**config.mk**
```make
export PLATFORM = sky130hd
export DESIGN_NAME = sc_ifetch
export DESIGN_NICKNAME = d
export VERILOG_FILES = /design/src/rtl/sc_ifetch.sv
export SDC_FILE = /design/constraint.sdc
export NUM_CORES = 1
export LEC_CHECK = 0
export BUFFER_PORTS_ARGS = -buffer_cell sky130_fd_sc_hd__buf_2
export CORE_UTILIZATION = 50
export DETAILED_ROUTE_END_ITERATION = 12
export PLACE_DENSITY = 0.8
export REMOVE_ABC_BUFFERS = 1
export SETUP_SLACK_MARGIN = 0.05
export SLEW_MARGIN = 20
export SYNTH_ARGS = -nofsm -noshare
export SYNTH_HDL_FRONTEND = slang
export SYNTH_SLANG_ARGS = --single-unit
```
**constraint.sdc**
```tcl
create_clock -name clock -period 4.45 [get_ports clock]
set_input_delay 0.2225 -clock clock [delete_from_list [all_inputs] [get_ports clock]]
set_output_delay 0.2225 -clock clock [all_outputs]
set_load 0.01 [all_outputs]
```
**src/rtl/sc_ifetch.sv**
```systemverilog
`default_nettype none
// ============================================================================
// Module   : sc_ifetch
// Brief    : PC register, instruction fetch handshake and next-PC selection,
//            with a fetch-timeout halt.
// Revision : 1.0 - initial release
// ============================================================================
module sc_ifetch #(
  parameter logic [31:0] RESET_PC = 32'h0000_0000,
  parameter int          TIMEOUT  = 15
) (
  input  logic        clock,
  input  logic        resetn,
  output logic        imem_req,
  output logic [31:0] imem_addr,
  input  logic        imem_ack,
  input  logic [31:0] imem_rdata,
  output logic [31:0] inst,
  output logic        inst_valid,
  output logic [31:0] pc,
  output logic [31:0] pc4,
  input  logic [1:0]  pcsource,
  input  logic [31:0] rs_data,
  input  logic        stall,
  output logic        fetch_err
);

  localparam int c_CW = $clog2(TIMEOUT + 1);
  localparam logic [c_CW-1:0] c_TLAST = c_CW'(TIMEOUT - 1);

  localparam logic [1:0] c_IDLE  = 2'd0;
  localparam logic [1:0] c_FETCH = 2'd1;
  localparam logic [1:0] c_EXEC  = 2'd2;
  localparam logic [1:0] c_HALT  = 2'd3;

  logic [1:0]      r_state;
  logic [31:0]     r_pc;
  logic [31:0]     r_inst;
  logic            r_fetch_err;
  logic [c_CW-1:0] r_tcnt;

  logic [31:0] w_pc4;
  logic [31:0] w_br_off;
  logic [31:0] w_next_pc;
  logic        w_unused;

  assign w_pc4    = r_pc + 32'd4;
  assign w_br_off = {{14{r_inst[15]}}, r_inst[15:0], 2'b00};
  // Low two bits of the jr target are dropped, so they never reach the PC.
  assign w_unused = &{1'b0, rs_data[1:0]};

  always_comb begin
    w_next_pc = w_pc4;
    case (pcsource)
      2'b00:   w_next_pc = w_pc4;
      2'b01:   w_next_pc = w_pc4 + w_br_off;
      2'b10:   w_next_pc = {rs_data[31:2], 2'b00};
      default: w_next_pc = {w_pc4[31:28], r_inst[25:0], 2'b00};
    endcase
  end

  always_ff @(posedge clock or negedge resetn) begin
    if (!resetn) begin
      r_state     <= c_IDLE;
      r_pc        <= RESET_PC;
      r_inst      <= 32'd0;
      r_fetch_err <= 1'b0;
      r_tcnt      <= '0;
    end else begin
      case (r_state)
        c_IDLE: r_state <= c_FETCH;
        c_FETCH: begin
          // Ack wins even on the last allowed wait cycle.
          if (imem_ack) begin
            r_inst  <= imem_rdata;
            r_tcnt  <= '0;
            r_state <= c_EXEC;
          end else if (r_tcnt == c_TLAST) begin
            r_tcnt      <= r_tcnt + 1'b1;
            r_fetch_err <= 1'b1;
            r_state     <= c_HALT;
          end else begin
            r_tcnt <= r_tcnt + 1'b1;
          end
        end
        c_EXEC: begin
          if (!stall) begin
            r_pc    <= w_next_pc;
            r_state <= c_FETCH;
          end
        end
        default: r_state <= c_HALT;
      endcase
    end
  end

  assign imem_req   = (r_state == c_FETCH);
  assign inst_valid = (r_state == c_EXEC);
  assign imem_addr  = r_pc;
  assign pc         = r_pc;
  assign pc4        = w_pc4;
  assign inst       = r_inst;
  assign fetch_err  = r_fetch_err;

endmodule
`default_nettype wire

```
==> summary.txt, run 1 <==
Pleak -> 3.71 nW
fillcell total -> 988
peak supply drop -> 299 µV
Core Box Area -> 11500 µm²
DRT Pass-1 Iters -> 7
Clock Path Buffers -> 2
Yosys reg bits -> 69
antenna violations before repair -> 0
Pwr Density -> 589 nW/µm²
Critical-path top delay cell -> mux4_2
ys flop type -> dfrtp_1
Syn-to-layout area delta -> 22.4%
status -> complete, no violations
Post-Syn Instances -> 651
final hold vios -> 0
area leader, netlist -> dfrtp_1
post-route worst setup slack -> 0.249 ns
distinct cell type count after synthesis -> 67
DR vias/cell -> 5.87
Slew @ Worst Pin -> 0.825 ns
Final Slew Violations -> 0
fin nets -> 924
Placement Cell Area -> 6840 µm²
Switch Pwr -> 1.89 mW
# IOs -> 201
Post-synth ARST share -> 100%
sw frac -> 44.3%
clk slew on worst S/H paths -> 0.06 ns
register area share after synthesis -> 29.1%
Initial Util -> 51.7%
Routed WL -> 17600 µm
combinational power share -> 56.1%
Remaining DRCs -> 0
clock root buffer -> clkbuf_16
Die Area -> 12300 µm²
clock group share of total power -> 18.8%
slew margin rel. -> 45.0%
H-tree levels -> 3
Final min period -> 4.20 ns
Setup Skew -> 0.00773 ns
final global-route overflow total -> 0
largest cells by area after synthesis -> dfrtp_1 29%, ha_1 7.8%, mux2_2 7.0%, mux4_2 6.1%, nand2_1 5.0%
fin crit share -> 94.4%
layout cells sized above 1 -> 36.3%
ANT nets after route -> 0
CTS tree -> built
critical path class -> reg2reg
PortBufs -> 192
setup violators final -> 0
Post-synth top cells -> 79 x nand2_1, 69 x dfrtp_1, 37 x ha_1, 37 x mux2_2
peak per-stage delay on the critical path -> 0.46 ns
cell area after synthesis -> 5930 µm²
Clock Latency Late Sink -> 0.35 ns
data required time of the critical path -> 4.68 ns
Crit path max-delay family -> compound AO/OA/AOI/OAI gates
GRT Total Usage -> 28.8%
die width -> 111 µm
DR WL/cell -> 18.3 µm
Flop pwr share -> 25.1%
Placement Setup Slack -> 0.229 ns
worst-path fanout max -> 8
syn avg cell area -> 9.11 µm²
Hold/Removal Path Class -> in2reg
Synth top area share -> 29.1%
clk sinks -> 69
n_diodes -> 0
Max-Cap Viols -> 0
RSZ-0062 raised after global routing -> yes
first-pass GRT wire length -> 27800 µm
crit path capture type -> register
top-count cell post-synth -> nand2_1
Ys Warns -> 0
FF-to-FF setup slack -> 0.25 ns
Arrival @ worst endpoint -> 4.43 ns
gpl congestion -> 0.954
DR vias -> 5663
cell area after layout -> 7250 µm²
Rows -> 39
Peak Freq -> 0.238 GHz
DP Wirelength -> 13100 µm
Pint -> 2.38 mW
Critical path buffers and inverters -> 2
Sum Neg Setup Slack -> 0 ns
critical path launch point type -> register
Post-synth EDFFs -> 0
Critical Path, Cell by Cell -> ha_1 > nand2_1 > nor4_4 > buf_4 > buf_4 > xor2_1 > ha_4 > a21o_1 > o21bai_1 > a211oi_2 > a31oi_2 > a211o_1 > xor2_1 > mux4_2 > mux2_4
CTS buffer count -> 9
initial drt markers -> 410
number of global-route vias before repair -> 5394
Die H -> 111 µm
largest net degree at the start of global routing -> 36
[per-layer routing]
metal	track usage, %	part of all wire (%)	vias to the layer above
met5	0	0	-
met4	14.0	3.1	0
met3	3.88	6.7	44
met2	46.0	47	253
met1	38.5	43	2703
li1	-	-	2663
[final cells by class]
type | count | area [µm²] | share of cell area, %
clock buffer | 10 | 229 | 3.16
clock inverter | 6 | 95.1 | 1.31
inverter | 16 | 60.1 | 0.828
multi-input combinational | 504 | 3820 | 52.7
sequential | 69 | 1730 | 23.8
tap | 143 | 179 | 2.47
timing repair buffer | 216 | 1140 | 15.8
[path summary, 6_finish.rpt]
path                                     startpoint                        end  depth (start not counted)
setup / recovery           imem_addr[3]$_DFFE_PN0P_  imem_addr[27]$_DFFE_PN0P_                         15
hold / removal                        imem_rdata[9]        inst[9]$_DFFE_PN0P_                          2
setup reg to reg           imem_addr[3]$_DFFE_PN0P_  imem_addr[27]$_DFFE_PN0P_                         15
hold reg to reg               fetch_err$_DFFE_PN0P_      fetch_err$_DFFE_PN0P_                          1
max in group asynchronous                    resetn  imem_addr[31]$_DFFE_PN0P_                          3
min in group asynchronous                    resetn       inst[30]$_DFFE_PN0P_                          2
[power groups by stage]
stage               sequential [mW]  combinational [mW]  clock, mW
finish                         1.07                2.40      0.802
global placement               1.06                2.28          0
floorplan                      1.17                1.39          0
CTS                            1.06                2.35      0.808
global route                   1.11                2.61      0.835
detailed placement             1.07                2.32          0
[cells by family after synthesis]
group / synth area share [%]
compound gates: 15.2
xor+xnor: 7.24
fa+ha+maj: 8.15
buf+inv: 7.70
flops: 29.1
mux: 15.6
other cells: 0.0633
simple gates: 17.0
[metrics by stage]
step	instances	power, mW	util, %	hold WS (ns)
6_report	964	4.28	63.3	0.105
5_1_grt	964	4.55	63.3	0.103
4_1_cts	961	4.22	62.6	0.100
3_5_place_dp	944	3.40	59.7	0.355
3_3_place_gp	944	3.34	59.7	0.343
2_1_floorplan	589	2.56	-	-0.0731
[worst reg2reg max path, stage by stage, from the launching register on]
cell	delay (ns)
dfrtp_1	0.40
ha_1	0.22
nand2_1	0.16
nor4_4	0.29
buf_4	0.19
buf_4	0.12
xor2_1	0.32
ha_4	0.29
a21o_1	0.19
o21bai_1	0.19
a211oi_2	0.29
a31oi_2	0.18
a211o_1	0.36
xor2_1	0.16
mux4_2	0.46
mux2_4	0.26
[timing repair]
| action | CTS | global route |
|---|---|---|
| gates resized for setup | 0 | 9 |
| endpoints found under the hold margin | 34 | 0 |
| setup endpoints to repair | 0 | 2 |
| setup buffers | 0 | 3 |
| hold buffers | 1 | 0 |
[state kept, by name (all words and copies together) (netlist names)]
| name | cells |
|---|---|
| r_tcnt | 4 |
| inst | 32 |
| imem_addr | 30 |
| r_state | 2 |
| fetch_err | 1 |
[placed cells by master (no fill, tap or decap), types with 4 or more instances in the layout]
cell type / instances
conb_1: 6
inv_1: 14
o22ai_1: 4
buf_2: 192
and4_1: 6
a21o_1: 12
mux4_2: 16
nand2b_1: 7
buf_4: 23
o21ai_0: 32
dfrtp_1: 69
nand3_1: 23
and3_1: 9
mux2_2: 37
nand2_1: 79
nand4_1: 11
ha_1: 36
a31oi_1: 6
xor2_1: 18
nor2_1: 35
mux2i_1: 13
clkbuf_16: 9
xnor2_1: 28
and2_1: 5
o21a_1: 7
a21oi_1: 36
nor3_1: 9
(Power assumes the default switching activity.)
==> run 2: changes to the inputs <==
- CELL_PAD_IN_SITES_DETAIL_PLACEMENT: unset -> 0
- CELL_PAD_IN_SITES_GLOBAL_PLACEMENT: unset -> 1
- CORE_UTILIZATION: 50 -> 38
- PLACE_DENSITY: 0.8 -> unset
- PLACE_DENSITY_LB_ADDON: unset -> 0.1
==> summary.txt, run 2 (same netlist as run 1, synthesis figures left out) <==
Placement Setup Slack -> 0.178 ns (was 0.229 ns)
DP Wirelength -> 13900 µm (was 13100 µm)
DR WL/cell -> 18.4 µm (was 18.3 µm)
status -> complete, no violations (unchanged)
Pwr Density -> 586 nW/µm² (was 589 nW/µm²)
data required time of the critical path -> 4.69 ns (was 4.68 ns)
Die Area -> 16100 µm² (was 12300 µm²)
max reg flops -> 32 (unchanged)
Routed WL -> 18600 µm (was 17600 µm)
worst-path fanout max -> 6 (was 8)
Switch Pwr -> 1.89 mW (about the same)
FF-to-FF setup slack -> 0.14 ns (was 0.25 ns)
combinational power share -> 56.0% (was 56.1%)
Remaining DRCs -> 0 (unchanged)
layout cells sized above 1 -> 36.7% (was 36.3%)
RSZ-0062 raised after global routing -> yes (unchanged)
# IOs -> 201 (unchanged)
reg2reg end -> imem_addr[27]$_DFFE_PN0P_ (unchanged)
Rows -> 45 (was 39)
most frequent cells in the layout -> 191 x buf_2, 79 x nand2_1, 68 x dfrtp_1, 37 x mux2_2, 37 x ha_1 (was 192 x buf_2, 79 x nand2_1, 69 x dfrtp_1, 37 x mux2_2)
peak supply drop -> 255 µV (was 299 µV)
Peak Freq -> 0.232 GHz (was 0.238 GHz)
Slew @ Worst Pin -> 0.914 ns (was 0.825 ns)
most common cell after layout, fill and taps aside -> buf_2 (unchanged)
post-cts hold buffer count -> 0 (was 1)
final global-route overflow total -> 0 (unchanged)
first-pass GRT wire length -> 29000 µm (was 27800 µm)
R2R cell count -> 16 (was 15)
Critical-path top delay cell -> mux4_2 (unchanged)
fin crit share -> 96.7% (was 94.4%)
initial drt markers -> 270 (was 410)
GRT Total Usage -> 23.6% (was 28.8%)
Initial Util -> 39.0% (was 51.7%)
n_diodes -> 0 (unchanged)
peak per-stage delay on the critical path -> 0.48 ns (was 0.46 ns)
Pint -> 2.40 mW (was 2.38 mW)
critical path launch point type -> register (unchanged)
Hold Slack -> 0.00498 ns (was 0.105 ns)
cell area after layout -> 7320 µm² (was 7250 µm²)
fillcell total -> 1504 (was 988)
Flop pwr share -> 25.1% (about the same)
Max-Cap Viols -> 0 (unchanged)
Syn-to-layout area delta -> 23.5% (was 22.4%)
clock group share of total power -> 19.0% (was 18.8%)
CTS tree -> built (unchanged)
Setup Skew -> 0.0104 ns (was 0.00773 ns)
largest net degree at the start of global routing -> 70 (was 36)
Core Box Area -> 15200 µm² (was 11500 µm²)
die width -> 127 µm (was 111 µm)
Critical path buffers and inverters -> 2 (unchanged)
CP dominant cell by count -> buf_4
CTS buffer count -> 9 (unchanged)
crit path capture type -> register (unchanged)
clk slew on worst S/H paths -> 0.07 ns (was 0.06 ns)
Final Slew Violations -> 0 (unchanged)
total chip power -> 4.29 mW (was 4.28 mW)
Sum Neg Setup Slack -> 0 ns (unchanged)
DR vias -> 5552 (was 5663)
DRT Pass-1 Iters -> 5 (was 7)
Hold/Removal Path Class -> in2async (was in2reg)
ANT nets after route -> 0 (unchanged)
post-route worst setup slack -> 0.145 ns (was 0.249 ns)
slew margin rel. -> 39.0% (was 45.0%)
fin nets -> 927 (was 924)
H-tree levels -> 3 (unchanged)
Pleak -> 3.73 nW (was 3.71 nW)
Crit path max-delay family -> compound AO/OA/AOI/OAI gates (unchanged)
final hold vios -> 0 (unchanged)
critical path class -> reg2reg (unchanged)
Placement Cell Area -> 6950 µm² (was 6840 µm²)
Clock Latency Late Sink -> 0.35 ns (about the same)
antenna violations before repair -> 0 (unchanged)
setup violators final -> 0 (unchanged)
Final min period -> 4.31 ns (was 4.20 ns)
Arrival @ worst endpoint -> 4.55 ns (was 4.43 ns)
DR vias/cell -> 5.49 (was 5.87)
clock root buffer -> clkbuf_16 (unchanged)
r2r startpoint -> imem_addr[7]$_DFFE_PN0P_ (was imem_addr[3]$_DFFE_PN0P_)
gpl congestion -> 0.876 (was 0.954)
clk sinks -> 69 (unchanged)
Die H -> 127 µm (was 111 µm)
sw frac -> 44.1% (was 44.3%)
number of global-route vias before repair -> 5301 (was 5394)
PortBufs -> 192 (unchanged)
Clock Path Buffers -> 2 (unchanged)
Critical Path, Cell by Cell -> nand4_1 > buf_4 > nor2_1 > and3_1 > nand3_1 > xnor2_1 > buf_4 > ha_1 > a21o_1 > o21bai_1 > a211oi_2 > a31oi_2 > a211o_1 > xor2_1 > mux4_2 > mux2_4 (was ha_1 > nand2_1 > nor4_4 > buf_4 > buf_4 > xor2_1 > ha_4 > a21o_1 > o21bai_1 > a211oi_2 > a31oi_2 > a211o_1 > xor2_1 > mux4_2 > mux2_4)
==> run 2: worst max-delay path by stage <==
stage	from	to	slack [ns]	depth (start not counted)
after floorplan	imem_addr[3]$_DFFE_PN0P_	imem_addr[27]$_DFFE_PN0P_	0.33	14
after global placement	imem_addr[6]$_DFFE_PN0P_	imem_addr[27]$_DFFE_PN0P_	0.22	14
after detailed placement	imem_addr[6]$_DFFE_PN0P_	imem_addr[27]$_DFFE_PN0P_	0.18	14
after CTS	imem_addr[6]$_DFFE_PN0P_	imem_addr[27]$_DFFE_PN0P_	0.16	14
after global routing	imem_addr[8]$_DFFE_PN0P_	imem_addr[27]$_DFFE_PN0P_	-0.01	16
final	imem_addr[7]$_DFFE_PN0P_	imem_addr[27]$_DFFE_PN0P_	0.14	16
==> run 2: power groups by stage <==
stage	registers, mW	logic, mW	clock network, mW
after floorplan	1.17	1.39	0
after global placement	1.07	2.36	0
after detailed placement	1.08	2.38	0
after CTS	1.07	2.39	0.832
after global routing	1.11	2.64	0.857
final	1.07	2.40	0.813
==> run 2: timing repair <==
action	CTS	global route
buffers inserted	0	1
endpoints found under the setup margin	0	3
gates resized for setup	0	7
==> run 2: layout make-up <==
class                      instances  area (µm²)  share of cell area, %
inverter                          16        60.1                  0.821
sequential                        69        1730                   23.6
tap                              188         235                   3.21
clock buffer                       9         225                   3.08
clock inverter                     7        98.8                   1.35
timing repair buffer             219        1170                   15.9
multi-input combinational        504        3810                   52.0
==> run 2: metrics by stage <==
step / utilization, % / cells
finish: 48.1 / 1012
global route: 48.1 / 1012
CTS: 47.8 / 1011
detailed placement: 45.7 / 995
global placement: 45.7 / 995
floorplan: - / 589
==> run 2: routing by layer <==
metal	global-route usage, %	up-vias	part of all wire, %
met3	4.47	11	4.7
met4	6.16	0	0.94
met5	0	-	0
met2	39.4	184	48
li1	-	2663	-
met1	31.3	2694	47
